$ cat src/rtl/xoodyak_pkg.sv
// Shared types and constants for the xoodyak operand loader.
// The state enum and field sizes are used by both the loader and its bench-facing top.
package xoodyak_pkg;

  typedef enum logic [2:0] {
    IDLE  = 3'd0,
    KEY   = 3'd1,
    NONCE = 3'd2,
    AD    = 3'd3,
    TEXT  = 3'd4,
    TAG   = 3'd5,
    START = 3'd6,
    BUSY  = 3'd7
  } ld_state_t;

  localparam int KEY_W      = 128;
  localparam int TEXT_W     = 192;
  localparam int WORDS_128  = 4;
  localparam int WORDS_TEXT = 6;
  localparam int CNT_W      = 3;

  // Counter value of the final word of the field loaded in state s.
  function automatic logic [CNT_W-1:0] field_last(input ld_state_t s);
    if (s == TEXT) return CNT_W'(WORDS_TEXT - 1);
    return CNT_W'(WORDS_128 - 1);
  endfunction

  // Loading state that follows s once its field is complete.
  function automatic ld_state_t field_next(input ld_state_t s, input logic op);
    case (s)
      KEY:     return NONCE;
      NONCE:   return AD;
      AD:      return TEXT;
      TEXT:    return op ? TAG : START;
      default: return START;
    endcase
  endfunction

endpackage

$ cat src/rtl/xoodyak_loader_if.sv
// Word-stream handshake feeding the loader: data/valid from the source, ready back.
interface xoodyak_loader_if #(
  parameter int WORD_W = 32
);
  logic [WORD_W-1:0] in_data;
  logic              in_valid;
  logic              in_ready;

  modport master (output in_data, in_valid, input in_ready);
  modport slave  (input in_data, in_valid, output in_ready);
endinterface

$ cat src/rtl/xood_field_shift.sv
// Wide operand register filled one bus word at a time, first word landing in the MSBs.
module xood_field_shift #(
  parameter int W  = 128,
  parameter int DW = 32
) (
  input  logic          eph1,
  input  logic          clr,
  input  logic          en,
  input  logic [DW-1:0] d,
  output logic [W-1:0]  q
);

  logic [W-1:0] q_q, q_d;

  always_comb begin
    q_d = q_q;
    if (clr)     q_d = '0;
    else if (en) q_d = {q_q[W-DW-1:0], d};
  end

  // NOTE: state flops use non-blocking assignment so every register samples pre-edge values.
  always_ff @(posedge eph1) q_q <= q_d;

  assign q = q_q;

endmodule

$ cat src/rtl/xoodyak_loader.sv
// Assembles a xoodyak job from a 32-bit word stream, issues start and holds operands
// until the core signals sqzdone.
module xoodyak_loader
  import xoodyak_pkg::*;
#(
  parameter int WORD_W = 32
) (
  input  logic                eph1,
  input  logic                reset,
  xoodyak_loader_if.slave     in_if,
  input  logic                core_done,
  output logic                start,
  output logic                opmode,
  output logic [KEY_W-1:0]    key,
  output logic [KEY_W-1:0]    nonce,
  output logic [KEY_W-1:0]    assodata,
  output logic [TEXT_W-1:0]   textin,
  output logic [KEY_W-1:0]    verification_data,
  output logic                busy
);

  ld_state_t        state_q, state_d;
  logic [CNT_W-1:0] cnt_q, cnt_d;
  logic             opmode_q, opmode_d;
  logic             accept;

  assign in_if.in_ready = (state_q != START) && (state_q != BUSY);
  assign accept         = in_if.in_valid && in_if.in_ready;

  // NOTE: defaults first so no path through the case leaves a variable unassigned (no latch).
  always_comb begin
    state_d  = state_q;
    cnt_d    = cnt_q;
    opmode_d = opmode_q;
    case (state_q)
      IDLE: if (accept) begin
        opmode_d = in_if.in_data[0];
        state_d  = KEY;
      end
      KEY, NONCE, AD, TEXT, TAG: if (accept) begin
        if (cnt_q == field_last(state_q)) state_d = field_next(state_q, opmode_q);
        else                              cnt_d   = cnt_q + CNT_W'(1);
      end
      START:   state_d = BUSY;
      BUSY:    if (core_done) state_d = IDLE;
      default: state_d = IDLE;
    endcase
    if (state_d != state_q) cnt_d = '0;
  end

  always_ff @(posedge eph1) begin
    if (reset) begin
      state_q  <= IDLE;
      cnt_q    <= '0;
      opmode_q <= 1'b0;
    end else begin
      state_q  <= state_d;
      cnt_q    <= cnt_d;
      opmode_q <= opmode_d;
    end
  end

  xood_field_shift #(.W(KEY_W), .DW(WORD_W)) u_key (
    .eph1(eph1), .clr(reset), .en(accept && state_q == KEY),
    .d(in_if.in_data), .q(key)
  );

  xood_field_shift #(.W(KEY_W), .DW(WORD_W)) u_nonce (
    .eph1(eph1), .clr(reset), .en(accept && state_q == NONCE),
    .d(in_if.in_data), .q(nonce)
  );

  xood_field_shift #(.W(KEY_W), .DW(WORD_W)) u_ad (
    .eph1(eph1), .clr(reset), .en(accept && state_q == AD),
    .d(in_if.in_data), .q(assodata)
  );

  xood_field_shift #(.W(TEXT_W), .DW(WORD_W)) u_text (
    .eph1(eph1), .clr(reset), .en(accept && state_q == TEXT),
    .d(in_if.in_data), .q(textin)
  );

  // Only reachable on decrypt jobs, so encrypt leaves the previous tag in place.
  xood_field_shift #(.W(KEY_W), .DW(WORD_W)) u_tag (
    .eph1(eph1), .clr(reset), .en(accept && state_q == TAG),
    .d(in_if.in_data), .q(verification_data)
  );

  assign start  = (state_q == START);
  assign busy   = (state_q == START) || (state_q == BUSY);
  assign opmode = opmode_q;

endmodule

$ cat src/flat_wrapper.sv
// flat-port wrapper written by rule: the top's interface ports become plain ports
module xoodyak_loader_flat import xoodyak_pkg::*;
#(
  parameter int WORD_W = 32
)
  (eph1, reset, core_done, start, opmode, key, nonce, assodata, textin, verification_data, busy, in_if_in_data, in_if_in_valid, in_if_in_ready);
  xoodyak_loader_if #(.WORD_W(WORD_W)) in_if_i ();
  input  logic eph1;
  input  logic reset;
  input  logic core_done;
  output logic start;
  output logic opmode;
  output logic [KEY_W-1:0] key;
  output logic [KEY_W-1:0] nonce;
  output logic [KEY_W-1:0] assodata;
  output logic [TEXT_W-1:0] textin;
  output logic [KEY_W-1:0] verification_data;
  output logic busy;
  input wire logic [$bits(in_if_i.in_data)-1:0] in_if_in_data;
  input wire logic [$bits(in_if_i.in_valid)-1:0] in_if_in_valid;
  output wire logic [$bits(in_if_i.in_ready)-1:0] in_if_in_ready;
  assign in_if_i.in_data = in_if_in_data;
  assign in_if_i.in_valid = in_if_in_valid;
  assign in_if_in_ready = in_if_i.in_ready;
  xoodyak_loader #(.WORD_W(WORD_W)) u_core (.eph1(eph1), .reset(reset), .in_if(in_if_i), .core_done(core_done), .start(start), .opmode(opmode), .key(key), .nonce(nonce), .assodata(assodata), .textin(textin), .verification_data(verification_data), .busy(busy));
endmodule
$ cat config.mk
export PLATFORM = sky130hd
export DESIGN_NAME = xoodyak_loader_flat
export DESIGN_NICKNAME = d
export VERILOG_FILES = /design/src/rtl/xoodyak_pkg.sv /design/src/rtl/xoodyak_loader_if.sv /design/src/rtl/xood_field_shift.sv /design/src/rtl/xoodyak_loader.sv /design/src/flat_wrapper.sv
export SDC_FILE = /design/constraint.sdc
export NUM_CORES = 1
export LEC_CHECK = 0
export ABC_AREA = 1
export ABC_CLOCK_PERIOD_IN_PS = 2000
export CORE_AREA = 2 2 287 289
export DETAILED_ROUTE_END_ITERATION = 16
export DIE_AREA = 0 0 289 291
export SETUP_SLACK_MARGIN = 0.3
export SYNTH_ARGS = -nofsm -noshare
export SYNTH_HDL_FRONTEND = slang
export SYNTH_HIERARCHICAL = 1
export SYNTH_SLANG_ARGS = --single-unit
$ cat constraint.sdc
create_clock -name eph1 -period 2 [get_ports eph1]
set_clock_uncertainty 0.05 [all_clocks]
set_input_delay 0.3 -clock eph1 [delete_from_list [all_inputs] [get_ports eph1]]
set_output_delay 0.3 -clock eph1 [all_outputs]
set_load 0.03 [all_outputs]
======== Yosys cells after proc, flatten, opt, wreduce, memory -nomap -nowiden ========
Cells that the tools add are included.
word-level totals
  bits in registers ....................... 711
  output and inout port bits .............. 708
  bits of input ports ..................... 36
  logic and storage cells ................. 48
operators by class
  bitwise gates (word level) .............. 1
  reduce and logical (&&, ||, !) cells .... 13
  mux-type cells .......................... 14
  $add $sub $neg .......................... 1
  equal/unequal tests ..................... 11
operators by type and width
  operator               number
  $mux W3                8
  $pmux W3 S4            2
  $eq A3 B3 Y1 const B   4
  $logic_and A1 B1 Y1    7
  $eq A3 B2 Y1 const B   2
  $ne A3 B3 Y1 const B   2
  $reduce_or A5 Y1       1
  $add A3 B1 Y3 const B  1
  $eq A3 B1 Y1 const B   1
  $eq A3 B3 Y1           1
  $logic_not A3 Y1       1
  $mux W1                3
  $ne A3 B3 Y1           1
  $reduce_and A3 Y1      1
  $mux W2                1
  $reduce_and A2 Y1      1
  $reduce_or A2 Y1       1
  $logic_or A1 B1 Y1     1
  $not A1 Y1             1

======== Longest topological paths before layout ========
Gate-level depths: netlist (run 1).
  word-level depth ........................ 14
  mapped depth ............................ 11
  gate-level depth less buffers ........... 11

======== Cells and area by module ========
The synthesis (run 1) kept the hierarchy.
modules (own cells, without submodules)
  module                               cells each  sequential area each (um2)  instances  area an instance (um2)
  xood_field_shift at u_core.u_ad ...  811         2562.5                      4          5208.7
  xood_field_shift at u_core.u_text    1217        3843.7                      1          7955.1
  xoodyak_loader                       90          140.1                       1          584.3

======== Worst setup path before layout (run 1) ========
No wires, ideal clock.
  kind .................................... reg2reg
  start ................................... reg u_core.state_q[2]
  end ..................................... reg u_core.u_nonce.q_q[104], in the netlist u_core/u_nonce/q[104]
  data arrival time ....................... 1.347 ns
  cell stages (with the launch flop) ...... 10
  path slack .............................. 0.489 ns
  buffers on the path ..................... 3
  required time ........................... 1.836 ns
  library setup time ...................... 0.114 ns
  clock period less this slack ............ 1.511 ns
  cell sequence ........................... dfxtp_1 buf_4 inv_2 nand3_1 nor2_1 buf_2 buf_2 nand2_1 nand2_1 nor2_1
between the ends
  cells in the longest elaborated chain, start to end .. 4
  elaborated cells on any way between the ends .. 6
  classes of those cells .................. 3 x eq/ne; 3 x reduce/logical
RTL lines
  element                  line                    text
  from (decl)              xoodyak_loader.sv:22    ld_state_t state_q, state_d;
  from (signal assigned)   xoodyak_loader.sv:57    state_q <= state_d;
  $ne A3 B3 Y1             xoodyak_loader.sv:27    assign in_if.in_ready = (state_q != START) && (state_q != BUSY);
  $logic_and A1 B1 Y1      xoodyak_loader.sv:27
  $logic_and A1 B1 Y1      xoodyak_loader.sv:28    assign accept = in_if.in_valid && in_if.in_ready;
  $logic_and A1 B1 Y1 (*)  xoodyak_loader.sv:69    .eph1(eph1), .clr(reset), .en(accept && state_q == NONCE),
  to (signal assigned)     xood_field_shift.sv:22  always_ff @(posedge eph1) q_q <= q_d;
  to (decl)                xood_field_shift.sv:13  logic [W-1:0] q_q, q_d;
Mark *: on every way between the ends. The rest lies on a longest branch, timed or not.
A chain may end at the register's enable or synchronous reset.

======== Worst setup path after layout (run 1) ========
  start ................................... reg u_core.state_q[1]
  end ..................................... out in_if_in_ready
between the ends
  cells in the longest elaborated chain, start to end .. 2
  elaborated cells on any way between the ends .. 3
  classes of those cells .................. 2 x eq/ne; 1 x reduce/logical
RTL lines
  element                  line                  text
  $ne A3 B3 Y1             xoodyak_loader.sv:27
  $logic_and A1 B1 Y1 (*)  xoodyak_loader.sv:27
  to (decl)                flat_wrapper.sv:21    output wire logic [$bits(in_if_i.in_ready)-1:0] in_if_in_ready;
Marked as above.

==> results.md, run 1 <==
- The run finished with clean final reports.
- Clock tree synthesis inserted a total of a little under 80 buffers.
- The vias per cell is around 4.3.
- Of the total synthesized cell area, the portion taken by XOR and XNOR cells is 0.0596%.
- The buffer depth of the longest clock path is 3.
- The initial antenna violation count came to 11.
- The library cell used most frequently in the layout, excluding fill and tap cells, is nand2_1.
- The leakage power total is between 15 and 20 nW.
- The routed wire length is a little over 100 mm.
- The kind of end point of the critical path is an output port.
- The total overflow reported by the global router is 0.
- The top cell types in the final layout, fill and taps aside, are 1,419 x nand2_1, 1,415 x nor2_1, 718 x inv_1.
- The worst setup slack after layout is a little under 0.2 ns.
- The global-route total usage across every layer is between 20 and 25%.
- After routing the design area is between 30,000 and 40,000 um^2.
- The average footprint of a synthesized cell is between 6 and 7 um^2.
- The maximum achievable frequency is between 0.5 and 0.6 GHz.
- In this run, the number of DRC markers left after iteration 0 of detailed routing was between 1,500 and 2,000.
- Detailed placement finished with a half-perimeter wire length of roughly 70 mm.
- STA classifies the critical path startpoint as a flop.
- The total number of vias is approximately 27,000.
- Global routing used approximately 38% of the available met2 tracks.
- The transition time of the tightest slew-check pin is roughly 0.43 ns.
- The initialized floorplan defines ~110 standard-cell rows.
- The cell type of the slowest stage on the worst timing path is dfxtp_4.
- The post-synthesis share of cell area spent on and, or, nand and nor gates is a little under two fifths.
- The chip height is between 200 and 300 um.
- The x dimension of the die is 289 um.
- The number of max-cap violations is 0.
- Multiplexer cells account for 0% of the synthesized area.
- The routed design could run at a clock period as short as about 1.8 ns.
- Summing all multi-input logic gate instances after layout gives ~11,000 um^2.
- The total area inside the core boundary comes to about 80,000 um^2.
- In this design, the stage delay of the slowest critical-path cell is approximately 0.43 ns.
- The layer carrying the most global-route usage is met2.
- The layout filler cell count is 8,680.
- The required time at the worst-slack endpoint is 1.65 ns.
- The setup slack of the most critical reg-to-reg path is 0.30 ns.
- The share of the clock period used by the worst path is around 90%.
- After synthesis, flip-flops and latches occupy between 40% and 50% of the total area.
- The number of nets in the synthesized netlist is between 4,000 and 5,000.
- The final number of hold-violating endpoints came to 0.
- The root buffer cell chosen for the clock tree is clkbuf_16.
- The number of standard cells in the final layout excluding fillers is about 6,400.
- The H-tree depth is 3.
- Measured in cells, the most critical reg-to-reg path has a length of 8.
- The count of pins on the block boundary is around 740.
- The count of cell instances traversed by the critical path is 4.
- The cell count after placement is between 6,000 and 7,000.
- Measured against its own limit, the worst slew margin works out to 71.5%.
- Setup repair after global routing could not meet its margin everywhere.
- The remaining antenna violation count after routing is 0.
- TritonCTS built the clock tree.
- OpenSTA, run right after detailed placement, puts the worst setup slack at around 0.0018 ns.
- Dividing the detail-routed wire length by the instance count gives 15.9 um.
- After synthesis the netlist holds a flip-flop and latch count of ~700.
- At the end of routability-driven placement, the weighted congestion stood at just under 0.9.
- The setup path with the least slack is of type flop to output port.
- The worst vdd rail ir drop is slightly above 600 uV.
- The count of final setup violators is 0.
- The number of port buffers is between 700 and 800.
- The starting density of the core is 36.2%.
- The max-slew violation total from the final report is 0.
- Counting every instance in the synthesized netlist gives about 4,600.
- The area overhead of the layout relative to synthesis is 31.5%.
- Of all nets on the critical path, the largest fanout is 7.
- The clock net in this run drives a total of 711 sinks.
- The signal on the critical path passes through nand3_4 -> nand2_4 -> inv_2 -> buf_6.
- The design draws around 32 mW.
- At the later pin of the worst-skew pair, clock insertion delay measures between 0.6 and 0.7 ns.
- In this run the power density over the cells is between 800 and 900 nW/um^2.
- The number of buffers and inverters on the critical path is 2.
- On the final layout, the worst hold slack is between 0.3 and 0.4 ns.
- After detailed placement, the total cell area comes to 38,300 um^2.
- For this run, the post-layout net count is ~5,300.
- The cell type group with the largest total delay on the critical path is flip-flops.
- The first global-routing pass estimated approximately 150 mm of wire.
- The CTS clock-pin slew for the worst setup and hold paths is 0.06 ns.
- Counting instances, the worst hold path has a depth of 3.
- In the final timing run, aggregate negative setup slack is 0 ns.
- Entering global routing, the biggest net connects 84 pins.
- The dominant combinational cell family by area after synthesis is simple AND/OR/NAND/NOR gates.
- For this run, the number of Yosys warnings is 6.
- The post-synthesis compound-gate area fraction is less than 1%.
- Global routing used around 28% of the available met1 tracks.
- After synthesis the cells add up to 29,400 um^2.
- For this run, design rule violations remaining after detail routing come to 0.
- The flip-flop and latch area is 14,300 um^2.
- The class of the worst hold path is input pin to flop.
- The arrival time at the worst endpoint is ~1.5 ns.
- For this run, the share of the core covered by cells in the final layout is a little under half.
- The via count of the first global-routing pass is about 24,000.
- The number of library cell types mapped by synthesis is 22.
- The fraction of layout instances using a drive strength above 1 is 19.7%.
- The met3 demand-to-capacity share in global routing is just under 6%.
- The first-pass detailed-route iteration total is 5.
- The area of the die is between 80,000 and 90,000 um^2.
- Of the total synthesized cell area, the portion taken by full adders, half adders and majority gates is less than 1%.
worst paths after layout:
check,end,from
worst max-delay path,in_if_in_ready,u_core/state_q[1]
worst min-delay path,u_core/opmode,in_if_in_valid
worst max register to register,u_core/u_ad/q[8],u_core/state_q[2]
worst min register to register,u_core/u_ad/q[107],u_core/u_ad/q[107]
power breakdown:
| group | switching [mW] | internal [mW] | total, mW |
|---|---|---|---|
| Sequential | 0.122 | 14.3 | 14.4 |
| Clock | 6.25 | 9.43 | 15.7 |
| Combinational | 1.28 | 0.616 | 1.89 |
area by class of cell:
cell class                 count  share of cell area [%]
tap                         1070                    3.47
clock inverter                33                    1.12
multi-input combinational   2878                    28.6
antenna                        3                  0.0194
clock buffer                 113                    6.21
sequential                   711                    36.9
inverter                     729                    7.14
timing repair buffer         910                    16.5
registers in the layout (all words and copies together) (netlist names):
register,cells
u_core/u_text/q,192
u_core/u_nonce/q,128
u_core/u_tag/q,128
u_core/u_key/q,128
u_core/cnt_q,3
u_core/opmode,1
u_core/state_q,3
u_core/u_ad/q,128
layer usage:
layer / vias to the layer above / share of wire (%)
met5: - / 0.098
met4: 14 / 2.6
met3: 134 / 7.3
met2: 663 / 47
met1: 12208 / 43
li1: 14428 / -
cell families (layout without fill, tap and decap cells):
group	count (synthesis)	after routing
AOI/OAI and AO/OA	9	9
xor gates and xnor gates	2	2
adders and majority gates	1	1
buffers and inverters	962	1785
DFF	711	711
other	0	3
and+or+nand+nor	2866	2866
tightest hold or removal path, delay by kind of cell:
kind,cells,cell delay (ns)
compound gates,1,0.08
buf+inv,1,0.43
simple gates,1,0.15
cell usage after synthesis:
cell type	count	area, um^2
clkbuf_1	1	3.75
xor2_1	2	17.5
buf_4	68	510
nand3_2	5	50.1
ha_1	1	12.5
inv_2	4	15.0
o21ai_4	1	16.3
nand4_1	1	6.26
nor3_1	1	5.00
nand2_1	1422	5340
a21oi_1	4	20.0
buf_2	142	711
nor2_1	1420	5330
inv_1	725	2720
o21ai_0	4	20.0
nand4_4	1	21.3
nand2_4	1	11.3
nor2_2	2	12.5
nor2_4	1	11.3
buf_6	22	248
dfxtp_1	711	14200
nand3_1	12	60.1
repair_timing:
action | CTS | global route
buffers inserted | 2 | 13
endpoints found under the setup margin | 961 | 1306
hold buffers | 0 | 0
gates resized for setup | 1163 | 1243
pin swaps | 1 | 9
gates cloned | 0 | 25
(Power assumes the default switching activity.)
==> inputs of run 2 (changes only) <==
- CTS_CLUSTER_DIAMETER: default -> 100
==> results.md, run 2 (synthesis gave the netlist of run 1 again) <==
- Outcome: finished, final reports clean (unchanged).
- The classification of the worst setup path is flop to output port (unchanged).
- The total number of vias was 27,277 (was 27,447).
- The layer carrying the most global-route usage is met2 (unchanged).
- The maximum net fanout on the critical path was 6 (was 7).
- The first-pass detailed-route iteration total is 5 (unchanged).
- The global-route met2 utilization was 37.8% (about the same).
- The final number of hold-violating endpoints is 0 (unchanged).
- The area occupied by multi-input gates is 11,000 um^2 (about the same).
- The worst slew slack as a fraction of its limit is 70.3% (was 71.5%).
- The startpoint type of the worst setup path is a flop (unchanged).
- The power density over the cells is 836 nW/um^2 (was 829 nW/um^2).
- The area of the die was 84,100 um^2 (unchanged).
- The initial antenna violation count is 11 (unchanged).
- The TritonCTS clock tree is yes (unchanged).
- The pin count of the biggest net entering global routing was 84 (unchanged).
- The number of max-cap violations is 0 (unchanged).
- The class of the worst hold path is input pin to flop (unchanged).
- The area of placed instances is 38,300 um^2 (unchanged).
- The weighted congestion reported at the end of routability-driven placement was 0.873 (unchanged).
- The most common cell after layout, fill and taps aside was nand2_1 (unchanged).
- The CTS sink count is 711 (unchanged).
- Cell chain of the critical path: inv_4 -> nand3_4 -> nand2_4 -> inv_2 -> buf_6 (was nand3_4 -> nand2_4 -> inv_2 -> buf_6).
- The worst stage delay on the critical path came to 0.38 ns (was 0.43 ns).
- The count of pins on the block boundary is 744 (unchanged).
- The number of placement rows came to 105 (unchanged).
- The final-layout setup total negative slack is 0 ns (unchanged).
- The minimum clock period came to 1.78 ns (was 1.80 ns).
- RSZ-0062 raised after global routing: yes (unchanged).
- The number of port buffers was 743 (unchanged).
- The H-tree depth is 3 (unchanged).
- The clock insertion delay at the later pin of the skew report came to 0.62 ns (about the same).
- The chip height is 291 um (unchanged).
- The remaining antenna violation count after routing is 0 (unchanged).
- The vias per cell is 4.24 (was 4.26).
- The transition time of the tightest slew-check pin came to 0.444 ns (was 0.426 ns).
- The maximum achievable frequency is 0.562 GHz (was 0.555 GHz).
- The starting density of the core is 36.2% (unchanged).
- The met3 demand-to-capacity share in global routing is 5.94% (unchanged).
- The global-route total usage across every layer is 22.5% (about the same).
- The estimated wirelength of the detail-placed design is 71.3 mm (unchanged).
- The arrival time at the worst endpoint is 1.43 ns (was 1.45 ns).
- The total overflow reported by the global router is 0 (unchanged).
- The area overhead of the layout relative to synthesis is 30.3% (was 31.5%).
- The flip-flop count of the largest register, all copies and words added is 192 (unchanged).
- The via count of the first global-routing pass is 24,036 (was 24,051).
- The worst vdd rail ir drop is 653 uV (was 614 uV).
- The count of final setup violators is 0 (unchanged).
- The share of the clock period used by the worst path is 88.9% (was 90.1%).
- The leakage power total is 17.6 nW (was 17.7 nW).
- Commonest non-fill, non-tap cells in the layout: 1,421 x nand2_1, 1,415 x nor2_1, 718 x inv_1 (was 1,419 x nand2_1, 1,415 x nor2_1, 718 x inv_1).
- The final routed DRC violation total is 0 (unchanged).
- The CTS clock-pin slew for the worst setup and hold paths is 0.06 ns (about the same).
- The cell type of the slowest stage on the worst timing path is dfxtp_4 (unchanged).
- The met1 track demand over resource in global routing is 27.9% (about the same).
- The total core area is 81,200 um^2 (unchanged).
- The kind of end point of the critical path is an output port (unchanged).
- The layout filler cell count came to 8,714 (was 8,680).
- The routed length per placed instance is 15.7 um (was 15.9 um).
- The root buffer selected by CTS is clkbuf_16 (unchanged).
- The flip-flop and latch area was 14,300 um^2 (unchanged).
- The max-slew violation total from the final report is 0 (unchanged).
- The fraction of layout instances using a drive strength above 1 is 19.3% (was 19.7%).
- The required time at the worst-slack endpoint is 1.65 ns (about the same).
- The number of buffers added by the clock tree synthesis step is 80 (was 79).
- The routed wire length is 101 mm (was 102 mm).
- The count of routing violations after the opening detailed-route iteration was 1,740 (was 1,679).
- The buffer depth of the longest clock path is 3 (unchanged).
- The global-route wire length before repair was 145 mm (about the same).
- The x dimension of the die is 289 um (unchanged).
- The final design area excluding fillers was 38,300 um^2 (was 38,600 um^2).
- The final layout net count is 5,333 (was 5,346).
run 2: cell types whose count changed in the layout (fill, tap and decap cells not counted), moves of 4 or more:
cell,before,now
nand3_2,8,4
clkinv_2,19,14
clkbuf_16,104,96
buf_12,38,33
clkbuf_1,8,13
nand3_1,6,10
run 2: cell type report:
class                      count  area share (%)
clock inverter                27           0.987
tap                         1070            3.50
sequential                   711            37.2
inverter                     729            7.21
timing repair buffer         896            15.9
multi-input combinational   2878            28.8
antenna                        2          0.0131
clock buffer                 121            6.45
run 2: routing by layer:
layer	vias up	share of wire (%)
met5	-	0.099
met4	14	2.7
met3	142	7.3
met2	660	47
met1	12056	43
li1	14405	-
run 2: through the flow:
stage          power, mW  hold WS (ns)  setup WS [ns]  cells  utilization (%)
2_1_floorplan       15.9         0.319          0.489   4551                -
3_3_place_gp        16.8         0.406         0.0324   6258             47.1
3_5_place_dp        16.8         0.412        0.00178   6258             47.1
4_1_cts             32.4         0.277          0.173   6408             49.9
5_1_grt             33.1         0.349          0.157   6433             47.2
6_report            32.0         0.320          0.221   6434             47.2
run 2: timing repair:
action | in CTS | in global routing
hold buffers | 0 | 0
resized for setup | 1163 | 1239
pin swaps | 1 | 1
buffers inserted | 2 | 11
endpoints found under the setup margin | 951 | 1307
cloned | 0 | 13
run 2: power by group:
group          switching (mW)  internal, mW  leakage, nW
clock                    6.23          9.47         1.41
sequential              0.122          14.3         5.74
combinational            1.27         0.617         10.4
run 2: worst paths after layout:
check / startpoint / endpoint / slack, ns / depth (start not counted)
worst max-delay path: u_core/state_q[0] / in_if_in_ready / 0.22 / 5
worst min-delay path: in_if_in_valid / u_core/opmode / 0.32 / 3
worst max register to register: u_core/state_q[2] / u_core/u_ad/q[36] / 0.29 / 9
worst min register to register: u_core/u_ad/q[107] / u_core/u_ad/q[107] / 0.42 / 2
run 2: worst max-delay path: cells and delay by family (launching register included):
family | cells | cell delay [ns]
buffers and inverters | 3 | 0.24
flip-flops | 1 | 0.38
AND/OR/NAND/NOR | 2 | 0.18
==> inputs of run 3 (changes only) <==
- ABC_CLOCK_PERIOD_IN_PS: 2000 -> 2120
- CORE_AREA: 2 2 287 289 -> 2 2 293 295
- DIE_AREA: 0 0 289 291 -> 0 0 295 297
- SETUP_SLACK_MARGIN: 0.3 -> default
- clock period: 2 -> 2.12 ns (I/O delays scaled with it)
==> results.md, run 3 (synthesis gave the netlist of run 1 again) <==
- The kind of end point of the critical path was an output port (unchanged).
- The global-route total usage across every layer came to 21.8% (was 22.5%).
- The number of placement rows was 107 (was 105).
- The required time at the worst-slack endpoint is 1.75 ns (was 1.65 ns).
- The count of routing violations after the opening detailed-route iteration was 1,497 (was 1,740).
- Of the available clock period, the critical path in the final layout requires about 100%.
- The proportion of total power due to net switching is 23.3% (was 23.8%).
- The net load switching power is 7.12 mW (was 7.62 mW).
- The buffer depth of the longest clock path is 3 (unchanged).
- The worst vdd rail ir drop came to 604 uV (was 653 uV).
- The cell type group with the largest total delay on the critical path is buffers and inverters (was flip-flops).
- Commonest non-fill, non-tap cells in the layout: 1,422 x nand2_1, 1,415 x nor2_1, 720 x inv_1 (was 1,421 x nand2_1, 1,415 x nor2_1, 718 x inv_1).
- The final routed DRC violation total is 0 (unchanged).
- The number of buffers added by the clock tree synthesis step is 82 (was 80).
- The share of total power in combinational logic is 6.1% (was 5.9%).
- The hold-critical path depth was 3 (unchanged).
- The count of final setup violators is 0 (unchanged).
- The estimated wirelength of the detail-placed design was 71.4 mm (was 71.3 mm).
- The CTS clock-pin slew for the worst setup and hold paths came to 0.06 ns (about the same).
- The cell type of the slowest stage on the worst timing path was clkdlybuf4s50_1 (was dfxtp_4).
- The final layout net count was 5,302 (was 5,333).
- The area overhead of the layout relative to synthesis is 40.5% (was 30.3%).
- The area of the die is 87,600 um^2 (was 84,100 um^2).
- The H-tree depth is 3 (unchanged).
- The TritonCTS clock tree is yes (unchanged).
- The transition time of the tightest slew-check pin was 0.601 ns (was 0.444 ns).
- The number of standard cells in the final layout excluding fillers is 6,475 (was 6,434).
- The global-route wire length before repair is 147 mm (was 145 mm).
- The path depth of the worst reg2reg path came to 9 (unchanged).
- The starting density of the core is 34.8% (was 36.2%).
- The fraction of layout instances using a drive strength above 1 came to 5.24% (was 19.3%).
- The max-slew violation total from the final report is 0 (unchanged).
- The via count of the first global-routing pass is 24,337 (was 24,036).
- The total number of vias is 26,910 (was 27,277).
- The cell count after placement is 6,325 (was 6,258).
- The maximum achievable frequency is 0.482 GHz.
- The x dimension of the die is 295 um (was 289 um).
- The critical path startpoint is u_core/u_nonce/q[110] (was u_core/state_q[0]).
- The count of pins on the block boundary is 744 (unchanged).
- The worst stage delay on the critical path is 0.75 ns (was 0.38 ns).
- The worst setup slack after layout came to 0.0436 ns (was 0.221 ns).
- The worst reg2reg path endpoint is u_core/u_text/q[71] (was u_core/u_ad/q[36]).
- The vias per cell is 4.16 (was 4.24).
- The final number of hold-violating endpoints was 0 (unchanged).
- Cell chain of the critical path: clkdlybuf4s50_1 (was inv_4 -> nand3_4 -> nand2_4 -> inv_2 -> buf_6).
- The pin count of the biggest net entering global routing came to 66 (was 84).
- The hold buffer count at CTS came to 0 (unchanged).
- The arrival time at the worst endpoint was 1.71 ns (was 1.43 ns).
- The power density over the cells is 741 nW/um^2 (was 836 nW/um^2).
- The total buffers and inverters traversed by the critical path is 1 (was 3).
- The utilization after layout is 48.9% (was 47.2%).
- The final design area excluding fillers is 41,300 um^2 (was 38,300 um^2).
- The total overflow reported by the global router is 0 (unchanged).
- The minimum clock period is 2.08 ns.
- The startpoint type of the worst setup path is a flop (unchanged).
- The final-layout worst hold slack is 0.341 ns (was 0.320 ns).
- The setup slack of the most critical reg-to-reg path is 0.25 ns (was 0.29 ns).
- The final total power is 30.6 mW (was 32.0 mW).
- The worst slew slack as a fraction of its limit was 59.8% (was 70.3%).
- The first-pass detailed-route iteration total was 6 (was 5).
- The placement-stage worst setup slack is 0.103 ns (was 0.00178 ns).
- The internal portion of total power is 23.5 mW (was 24.4 mW).
- The class of the worst hold path is input pin to flop (unchanged).
- The clock network fraction of total power is 49.4% (was 49.0%).
- Outcome: finished, final reports clean (unchanged).
- The root buffer selected by CTS is clkbuf_16 (unchanged).
- The area of placed instances is 38,400 um^2 (was 38,300 um^2).
- The final-layout setup total negative slack was 0 ns (unchanged).
- The routed length per placed instance is 15.2 um (was 15.7 um).
- The most common cell after layout, fill and taps aside is nand2_1 (unchanged).
- The weighted congestion reported at the end of routability-driven placement was 0.842 (was 0.873).
- The startpoint of the worst hold path was in_if_in_valid (unchanged).
- The part of the total power dissipated in sequential elements is 44.5% (was 45.1%).
- The chip height is 297 um (was 291 um).
- The classification of the worst setup path is flop to output port (unchanged).
- The remaining antenna violation count after routing is 0 (unchanged).
- The initial antenna violation count is 13 (was 11).
- The post-CTS setup buffer count was 0 (was 2).
- The flip-flop count of the largest register, all copies and words added was 192 (unchanged).
- The endpoint with the worst hold slack is u_core/opmode (unchanged).
- The CTS sink count came to 711 (unchanged).
- The total core area is 84,500 um^2 (was 81,200 um^2).
- The clock insertion delay at the later pin of the skew report is 0.63 ns (was 0.62 ns).
- The beginning of the worst register-to-register path was u_core/state_q[0] (was u_core/state_q[2]).
- The number of port buffers was 743 (unchanged).
- The maximum net fanout on the critical path is 2 (was 6).
- The leakage power total is 19.5 nW (was 17.6 nW).
- The number of max-cap violations was 0 (unchanged).
- The routed wire length is 98.7 mm (was 101 mm).
run 3: cell count changes in the layout (fill, tap and decap cells not counted), sizes merged:
cell	change
bufinv	+3
clkbuf	-612
buf	-124
clkdlybuf4s50	+350
clkinv	-11
dlygate4sd2	+246
diode	+5
dlymetal6s2s	+108
clkdlybuf4s15	+2
run 3: tightest hold or removal path, stage by stage:
cell             delay, ns
clkdlybuf4s50_1       0.44
nand3_1               0.14
a21oi_1               0.08
run 3: repair_timing:
item	4_1_cts	5_1_grt
setup endpoints to repair	249	110
gates resized for setup	259	111
pin swaps	0	1
run 3: layout make-up:
cell class              instances  area [um^2]
clock buffers                 124         2470
multi-input cells            2878        11000
diodes                          7         17.5
well taps                    1144         1430
fillers                      8579        43200
clock inverters                19          442
inverters                     729         2750
repair buffers                863         8960
flip-flops and latches        711        14200
run 3: power by group through the flow:
stage | clock (mW) | sequential (mW) | combinational (mW)
after global placement | 0 | 13.9 | 1.91
final | 15.1 | 13.6 | 1.88
after detailed placement | 0 | 13.9 | 1.92
after floorplan | 0 | 14.1 | 0.852
after CTS | 15.5 | 13.6 | 1.90
after global routing | 16.0 | 13.6 | 2.06
run 3: metal layers:
layer | routed length [um] | vias to the layer above | part of all wire [%] | track usage (%)
li1 | - | 14334 | - | -
met1 | 41800 | 11720 | 42 | 26.3
met2 | 45600 | 701 | 46 | 36.3
met3 | 7880 | 151 | 8.0 | 6.68
met4 | 3380 | 4 | 3.4 | 7.84
met5 | 25 | - | 0.025 | 0
run 3: worst max-delay path by stage:
stage / to / slack (ns) / cells past startpoint
after floorplan: u_core/u_nonce/q[104] / 0.61 / 9
after global placement: u_core/u_ad/q[116] / 0.14 / 9
after detailed placement: u_core/u_ad/q[57] / 0.10 / 9
after CTS: verification_data[44] / 0.00003 / 1
after global routing: start / -0.003 / 4
final: nonce[110] / 0.04 / 1
